<file path="config.mk">
export PLATFORM = sky130hd
export DESIGN_NAME = score_keeper
export DESIGN_NICKNAME = d
export VERILOG_FILES = /design/src/rtl/quidditch_pkg.sv /design/src/rtl/goal_zone_detect.sv /design/src/rtl/score_keeper.sv
export SDC_FILE = /design/constraint.sdc
export NUM_CORES = 1
export LEC_CHECK = 0
export BUFFER_PORTS_ARGS = -buffer_cell sky130_fd_sc_hd__buf_4
export CORE_ASPECT_RATIO = 1.25
export CORE_UTILIZATION = 25
export DETAILED_ROUTE_END_ITERATION = 10
export PLACE_DENSITY = 0.45
export SLEW_MARGIN = 25
export SYNTH_ARGS = -nofsm -noshare
export SYNTH_HDL_FRONTEND = slang
export SYNTH_HIERARCHICAL = 1
export SYNTH_SLANG_ARGS = --single-unit
</file>
<file path="constraint.sdc">
create_clock -name clk -period 1.9 [get_ports clk]
set_input_delay 0.095 -clock clk [delete_from_list [all_inputs] [get_ports clk]]
set_output_delay 0.095 -clock clk [all_outputs]
set_load 0.02 [all_outputs]
</file>
<file path="src/rtl/quidditch_pkg.sv">
// ============================================================================
//  Module   : quidditch_pkg
//  Purpose  : Shared types, widths and team encoding for the score keeper.
//  Revision : 1.0 - initial release
// ============================================================================
`default_nettype none

package quidditch_pkg;

    // Game phases seen by the score keeper
    typedef enum logic [1:0] {
        PLAY  = 2'd0,
        HOLD  = 2'd1,
        REARM = 2'd2,
        OVER  = 2'd3
    } state_t;

    localparam int SCORE_W = 7;
    localparam int POS_W   = 19;
    // Zone comparisons carry one extra bit so x + radius cannot wrap
    localparam int CMP_W   = POS_W + 1;

    localparam logic TEAM1 = 1'b0;
    localparam logic TEAM2 = 1'b1;

    // Increment a score, pinning it at the saturation value
    function automatic logic [SCORE_W-1:0] sat_inc(
        input logic [SCORE_W-1:0] value,
        input logic [SCORE_W-1:0] max_value
    );
        return (value >= max_value) ? max_value : value + SCORE_W'(1);
    endfunction

endpackage

`default_nettype wire

</file>
<file path="src/rtl/goal_zone_detect.sv">
// ============================================================================
//  Module   : goal_zone_detect
//  Purpose  : Combinational test of whether the ball edge touches one goal
//             line while its centre lies inside the goal-mouth window.
//             SIDE = 0 : left goal  (x <= GOAL_X + BALL_RADIUS)
//             SIDE = 1 : right goal (x + BALL_RADIUS >= GOAL_X)
//  Revision : 1.0 - initial release
// ============================================================================
`default_nettype none

module goal_zone_detect
    import quidditch_pkg::*;
#(
    parameter int GOAL_X          = 10,
    parameter bit SIDE            = 1'b0,
    parameter int SCREEN_CENTER_Y = 240,
    parameter int GOAL_RADIUS     = 40,
    parameter int BALL_RADIUS     = 8
) (
    input  logic [POS_W-1:0] ball_x,
    input  logic [POS_W-1:0] ball_y,
    output logic             hit
);

    localparam logic [CMP_W-1:0] Y_LO = CMP_W'(SCREEN_CENTER_Y - GOAL_RADIUS);
    localparam logic [CMP_W-1:0] Y_HI = CMP_W'(SCREEN_CENTER_Y + GOAL_RADIUS);

    logic [CMP_W-1:0] x_ext;
    logic [CMP_W-1:0] y_ext;
    logic             in_window;
    logic             edge_touch;

    assign x_ext     = {1'b0, ball_x};
    assign y_ext     = {1'b0, ball_y};
    assign in_window = (y_ext >= Y_LO) && (y_ext <= Y_HI);

    // Edge test differs per side; x is never subtracted so it cannot underflow
    generate
        if (SIDE == 1'b0) begin : g_left
            localparam logic [CMP_W-1:0] X_LIM = CMP_W'(GOAL_X + BALL_RADIUS);
            assign edge_touch = (x_ext <= X_LIM);
        end else begin : g_right
            localparam logic [CMP_W-1:0] X_LINE = CMP_W'(GOAL_X);
            localparam logic [CMP_W-1:0] RADIUS = CMP_W'(BALL_RADIUS);
            assign edge_touch = ((x_ext + RADIUS) >= X_LINE);
        end
    endgenerate

    assign hit = edge_touch && in_window;

endmodule

`default_nettype wire

</file>
<file path="src/rtl/score_keeper.sv">
// ============================================================================
//  Module   : score_keeper
//  Purpose  : Goal detection, saturating per-team scores, post-goal freeze
//             window and sticky game-over flag for the display stage.
//  Option   : SCORE_KEEPER_GOLDEN_GOAL_EN - a tied score when the clock runs
//             out keeps play going until the next counted goal.
//  Revision : 1.0 - initial release
// ============================================================================
`default_nettype none

module score_keeper
    import quidditch_pkg::*;
#(
    parameter int SCREEN_CENTER_Y = 240,
    parameter int GOAL_RADIUS     = 40,
    parameter int BALL_RADIUS     = 8,
    parameter int LEFT_GOAL_X     = 10,
    parameter int RIGHT_GOAL_X    = 630,
    parameter int HOLD_CYCLES     = 50000000,
    parameter int SCORE_MAX       = 99
) (
    input  logic               clk,
    input  logic               rst_n,
    input  logic [POS_W-1:0]   ball_hor_position,
    input  logic [POS_W-1:0]   ball_ver_position,
    input  logic [7:0]         time_left,
    output logic [SCORE_W-1:0] team1_score,
    output logic [SCORE_W-1:0] team2_score,
    output logic               goal_pulse,
    output logic               goal_team,
    output logic               freeze,
    output logic               game_over
);

    localparam int               HOLD_W    = (HOLD_CYCLES > 1) ? $clog2(HOLD_CYCLES) : 1;
    localparam logic [HOLD_W-1:0] HOLD_LAST = HOLD_W'(HOLD_CYCLES - 1);
    localparam logic [SCORE_W-1:0] SCORE_CAP = SCORE_W'(SCORE_MAX);

    state_t              state_q,      state_d;
    logic [HOLD_W-1:0]   hold_cnt_q,   hold_cnt_d;
    logic [SCORE_W-1:0]  team1_q,      team1_d;
    logic [SCORE_W-1:0]  team2_q,      team2_d;
    logic                goal_pulse_q, goal_pulse_d;
    logic                goal_team_q,  goal_team_d;

    logic left_hit;
    logic right_hit;
    logic end_game;

    goal_zone_detect #(
        .GOAL_X          (LEFT_GOAL_X),
        .SIDE            (1'b0),
        .SCREEN_CENTER_Y (SCREEN_CENTER_Y),
        .GOAL_RADIUS     (GOAL_RADIUS),
        .BALL_RADIUS     (BALL_RADIUS)
    ) u_left_zone (
        .ball_x (ball_hor_position),
        .ball_y (ball_ver_position),
        .hit    (left_hit)
    );

    goal_zone_detect #(
        .GOAL_X          (RIGHT_GOAL_X),
        .SIDE            (1'b1),
        .SCREEN_CENTER_Y (SCREEN_CENTER_Y),
        .GOAL_RADIUS     (GOAL_RADIUS),
        .BALL_RADIUS     (BALL_RADIUS)
    ) u_right_zone (
        .ball_x (ball_hor_position),
        .ball_y (ball_ver_position),
        .hit    (right_hit)
    );

`ifdef SCORE_KEEPER_GOLDEN_GOAL_EN
    // A tie at zero keeps the game alive; the next goal breaks the tie
    assign end_game = (time_left == 8'd0) && (team1_q != team2_q);
`else
    assign end_game = (time_left == 8'd0);
`endif

    // Next-state, score update and goal strobe; time-out outranks any goal
    always_comb begin
        state_d      = state_q;
        hold_cnt_d   = hold_cnt_q;
        team1_d      = team1_q;
        team2_d      = team2_q;
        goal_team_d  = goal_team_q;
        goal_pulse_d = 1'b0;

        case (state_q)
            PLAY: begin
                if (end_game) begin
                    state_d = OVER;
                end else if (left_hit) begin
                    // Left wins if both zones ever fire together
                    team2_d      = sat_inc(team2_q, SCORE_CAP);
                    goal_team_d  = TEAM2;
                    goal_pulse_d = 1'b1;
                    hold_cnt_d   = '0;
                    state_d      = HOLD;
                end else if (right_hit) begin
                    team1_d      = sat_inc(team1_q, SCORE_CAP);
                    goal_team_d  = TEAM1;
                    goal_pulse_d = 1'b1;
                    hold_cnt_d   = '0;
                    state_d      = HOLD;
                end
            end
            HOLD: begin
                if (end_game) begin
                    state_d = OVER;
                end else if (hold_cnt_q == HOLD_LAST) begin
                    state_d = REARM;
                end else begin
                    hold_cnt_d = hold_cnt_q + HOLD_W'(1);
                end
            end
            REARM: begin
                // Wait for the ball to leave both mouths so one goal counts once
                if (end_game) begin
                    state_d = OVER;
                end else if (!left_hit && !right_hit) begin
                    state_d = PLAY;
                end
            end
            OVER: begin
                state_d = OVER;
            end
            default: begin
                state_d = PLAY;
            end
        endcase
    end

    // State, counter and score registers with asynchronous clear
    always_ff @(posedge clk or negedge rst_n) begin
        if (!rst_n) begin
            state_q      <= PLAY;
            hold_cnt_q   <= '0;
            team1_q      <= '0;
            team2_q      <= '0;
            goal_pulse_q <= 1'b0;
            goal_team_q  <= TEAM1;
        end else begin
            state_q      <= state_d;
            hold_cnt_q   <= hold_cnt_d;
            team1_q      <= team1_d;
            team2_q      <= team2_d;
            goal_pulse_q <= goal_pulse_d;
            goal_team_q  <= goal_team_d;
        end
    end

    assign team1_score = team1_q;
    assign team2_score = team2_q;
    assign goal_pulse  = goal_pulse_q;
    assign goal_team   = goal_team_q;
    assign freeze      = (state_q == HOLD);
    assign game_over   = (state_q == OVER);

endmodule

`default_nettype wire

</file>
==> flow_metrics.py <==
metrics = {
    "floorplan": {
        "io_pins": 66,
        "die_y_um": 125,
        "die_w_um": 100,
        "fp-row-count": 44,
        "core_mm2": 0.0117,
        "initial_core_util_pct": 25.9,
        "design.die.area_mm2": 0.0125,
    },
    "placement": {
        "dp.cells": 638,
        "place_area_mm2": 0.00422,
        "dp_hpwl_um": 6760,
        "port_buffers": 65,
        "preCtsSetupSlack_ns": -0.680,
        "gp_congestion": 0.801,
    },
    "setup_path": {
        "crit_type": "in2reg",
        "reg2reg_to": "hold_cnt_q[9]",
        "start_kind": "input pin",
        "r2r_start": "hold_cnt_q[10]",
        "arrival_ns": 2.30,
        "ff2ff_path_depth": 7,
        "cp.required_ns": 2.06,
        "crit_fanout": 6,
        "reg2reg_setup_slack_ns": -0.16,
        "end_kind": "flop",
    },
    "logic_synthesis": {
        "synth-seq-cells": 44,
        "synth_area_leaders": "dfrtp_1 (36%), a31oi_1 (4.4%), o21ai_0 (4.3%), a21oi_1 (4.1%), nand2_1 (4.0%)",
        "yosysSeqAreaShare_pct": 36.5,
        "synthCells": 355,
        "synth_async_sr_flop_share_pct": 100,
        "syn_area_mm2": 0.00302,
        "synth_nets": 407,
        "synth_cell_types": 56,
        "avgSynthCellArea_um2": 8.50,
        "synth_edf_count": 0,
        "ys.warnings.count": 6,
        "synth_top_area_share_pct": 36.5,
        "synthFlopType": "dfrtp_1",
        "yosysTopAreaCell": "dfrtp_1",
    },
    "clocking": {
        "clock-root-buffer": "clkbuf_16",
        "clk_pin_slew_worst_paths_ns": 0.06,
        "cts_tree": "done",
        "cts_buffers": 5,
        "clockBufferDepth": 2,
        "worst_skew_pair.late_latency_ns": 0.29,
        "cts.sinks": 44,
        "cts-htree-levels": 2,
    },
    "timing": {
        "report.final.hold_viol_count": 0,
        "rsz0062_at_grt": "true",
        "period_needed_ns": 2.14,
        "period_share_pct": 113,
        "skew_ns": 0.00711,
        "slew-limit-headroom_pct": 59.6,
        "tightest_slew_ns": 0.606,
        "tns_ns": -4.66,
        "setup_viol": 28,
        "maxSlewViolCount": 0,
        "timing.hold.ws_ns": 0.232,
        "max_freq_mhz": 467,
        "finalWorstSetupSlack_ns": -0.241,
    },
    "pwr": {
        "power_density_mw_per_mm2": 577,
        "p_leak_nw": 2.01,
        "totalPowerFinal_mw": 2.62,
        "peakVddDrop_v": 0.000381,
    },
    "global_routing": {
        "grt_pass1_wl_um": 14900,
        "grt_util_all_layers_pct": 14.6,
        "grt_pass1_vias": 3099,
        "grt_overflow": 0,
        "grt_antenna_before_repair": 0,
        "grt_max_degree": 45,
    },
    "final_layout": {
        "syn_to_final_growth_pct": 50.6,
        "final_nets": 541,
        "fin_cells": 651,
        "utilization_pct": 39.0,
        "fillers": 1202,
        "antennaDiodeCount": 0,
        "layout-drive-gt1-share_pct": 38.6,
        "final_area_mm2": 0.00455,
    },
    "route": {
        "final_antenna_net_count": 0,
        "drc": 0,
        "routedWlPerCell_um": 13.5,
        "vias": 3281,
        "avgViaCountPerCell": 5.04,
        "drtIter0Drc": 112,
        "first_pass_iters": 6,
        "finalWirelength_um": 8810,
    },
    "status": {
        "status": "finished, violations left",
        "violations": "setup timing",
    },
    "job": {
        "cap_violations": 0,
    },
    "min_path": {
        "min_to": "state_q[0]",
        "holdCritStartpoint": "time_left[2]",
        "hp-class": "in2reg",
        "whs_path_depth": 5,
    },
}
[logic make-up (layout without fill, tap and decap cells)]
logic type / count (synthesis) / after routing / share of synthesized area (%)
simple gates: 170 / 170 / 32.9
compound gates: 106 / 106 / 22.4
flops: 44 / 44 / 36.5
buf+inv: 22 / 157 / 3.73
mux: 6 / 6 / 1.99
fa+ha+maj: 4 / 4 / 1.66
xor+xnor: 3 / 3 / 0.870
[registers in the layout, summed over array words and instances, names as in the netlist]
| name | count |
|---|---|
| team1_score | 7 |
| team2_score | 7 |
| state_q | 2 |
| goal_team | 1 |
| hold_cnt_q | 26 |
| goal_pulse | 1 |
[repair_timing]
action / in CTS / in global routing
buffers inserted: 0 / 4
pin swaps: 9 / 12
resized for setup: 15 / 16
endpoints found under the setup margin: 28 / 35
hold buffers: 1 / 0
endpoints found under the hold margin: 44 / 0
[routing by layer]
layer / wire length (um) / vias to the layer above / global-route usage [%]
met5: 0 / - / 0
met4: 221 / 0 / 5.03
met3: 394 / 13 / 2.86
met2: 4610 / 87 / 25.9
met1: 3580 / 1547 / 17.2
li1: - / 1634 / -
[Yosys cell counts, drive strengths merged, types with 5 or more instances]
cell type	count
nand2	32
nor2b	5
o31ai	7
nor3	8
nor2	30
a21oi	25
nand2b	9
mux2i	6
nand4	20
and2	5
clkbuf	5
inv	10
nand3	18
and3	8
dfrtp	44
o21ai	29
buf	7
nor4	17
a31oi	21
[layout make-up]
cell class              count  area (um2)  area share [%]
repair buffers            139        1100            24.1
clock inverters             2        38.8           0.853
multi-input cells         289        1930            42.5
clock buffers               6         139            3.05
well taps                 161         201            4.43
inverters                  10        37.5           0.826
flip-flops and latches     44        1100            24.2
[worst max-delay path, stage by stage]
cell and delay, ns:
buf_8 0.11, ha_4 0.15, nor2b_1 0.10, o21ai_1 0.08, a221oi_2 0.26, o31ai_1 0.08, nand3b_1 0.17, a31oi_2 0.22
nor2_1 0.08, a221o_1 0.36, a31o_4 0.26, buf_12 0.14, o21ai_2 0.11, o31ai_2 0.07
[worst max path at each step]
stage / start / to / slack (ns) / cells past startpoint
3_3_place_gp: ball_hor_position[3] / hold_cnt_q[24] / -0.62 / 14
6_report: ball_hor_position[3] / hold_cnt_q[20] / -0.24 / 14
3_5_place_dp: ball_hor_position[3] / hold_cnt_q[22] / -0.68 / 14
4_1_cts: ball_hor_position[3] / hold_cnt_q[20] / -0.23 / 14
2_1_floorplan: ball_hor_position[3] / hold_cnt_q[9] / -0.31 / 13
5_1_grt: ball_hor_position[3] / hold_cnt_q[20] / -0.41 / 14
[where the power goes]
part | switching (mW) | leakage, nW | total, mW | internal [mW]
Clock | 0.375 | 0.0871 | 1.03 | 0.659
Sequential | 0.0290 | 0.599 | 1.00 | 0.975
Combinational | 0.290 | 1.32 | 0.584 | 0.293
Total | 0.695 | 2.01 | 2.62 | 1.93
[placed cells by master (no fill, tap or decap), types with 4 or more instances in the layout]
master	n
dfrtp_1	44
o31ai_1	5
a22o_1	4
a21oi_2	8
nand3_1	18
clkbuf_16	5
and2_1	4
mux2i_1	6
o21ai_2	4
o21ai_0	14
nand3b_1	4
inv_1	10
nand2b_1	9
o21ai_1	11
nor4_2	5
nand4_1	19
a31oi_1	20
and3_1	8
nor4_1	11
buf_4	131
nor2b_1	4
a21oi_1	17
nor2_1	28
nor3_1	7
nand2_1	31
Note: power is estimated with default switching activity, not from simulation.
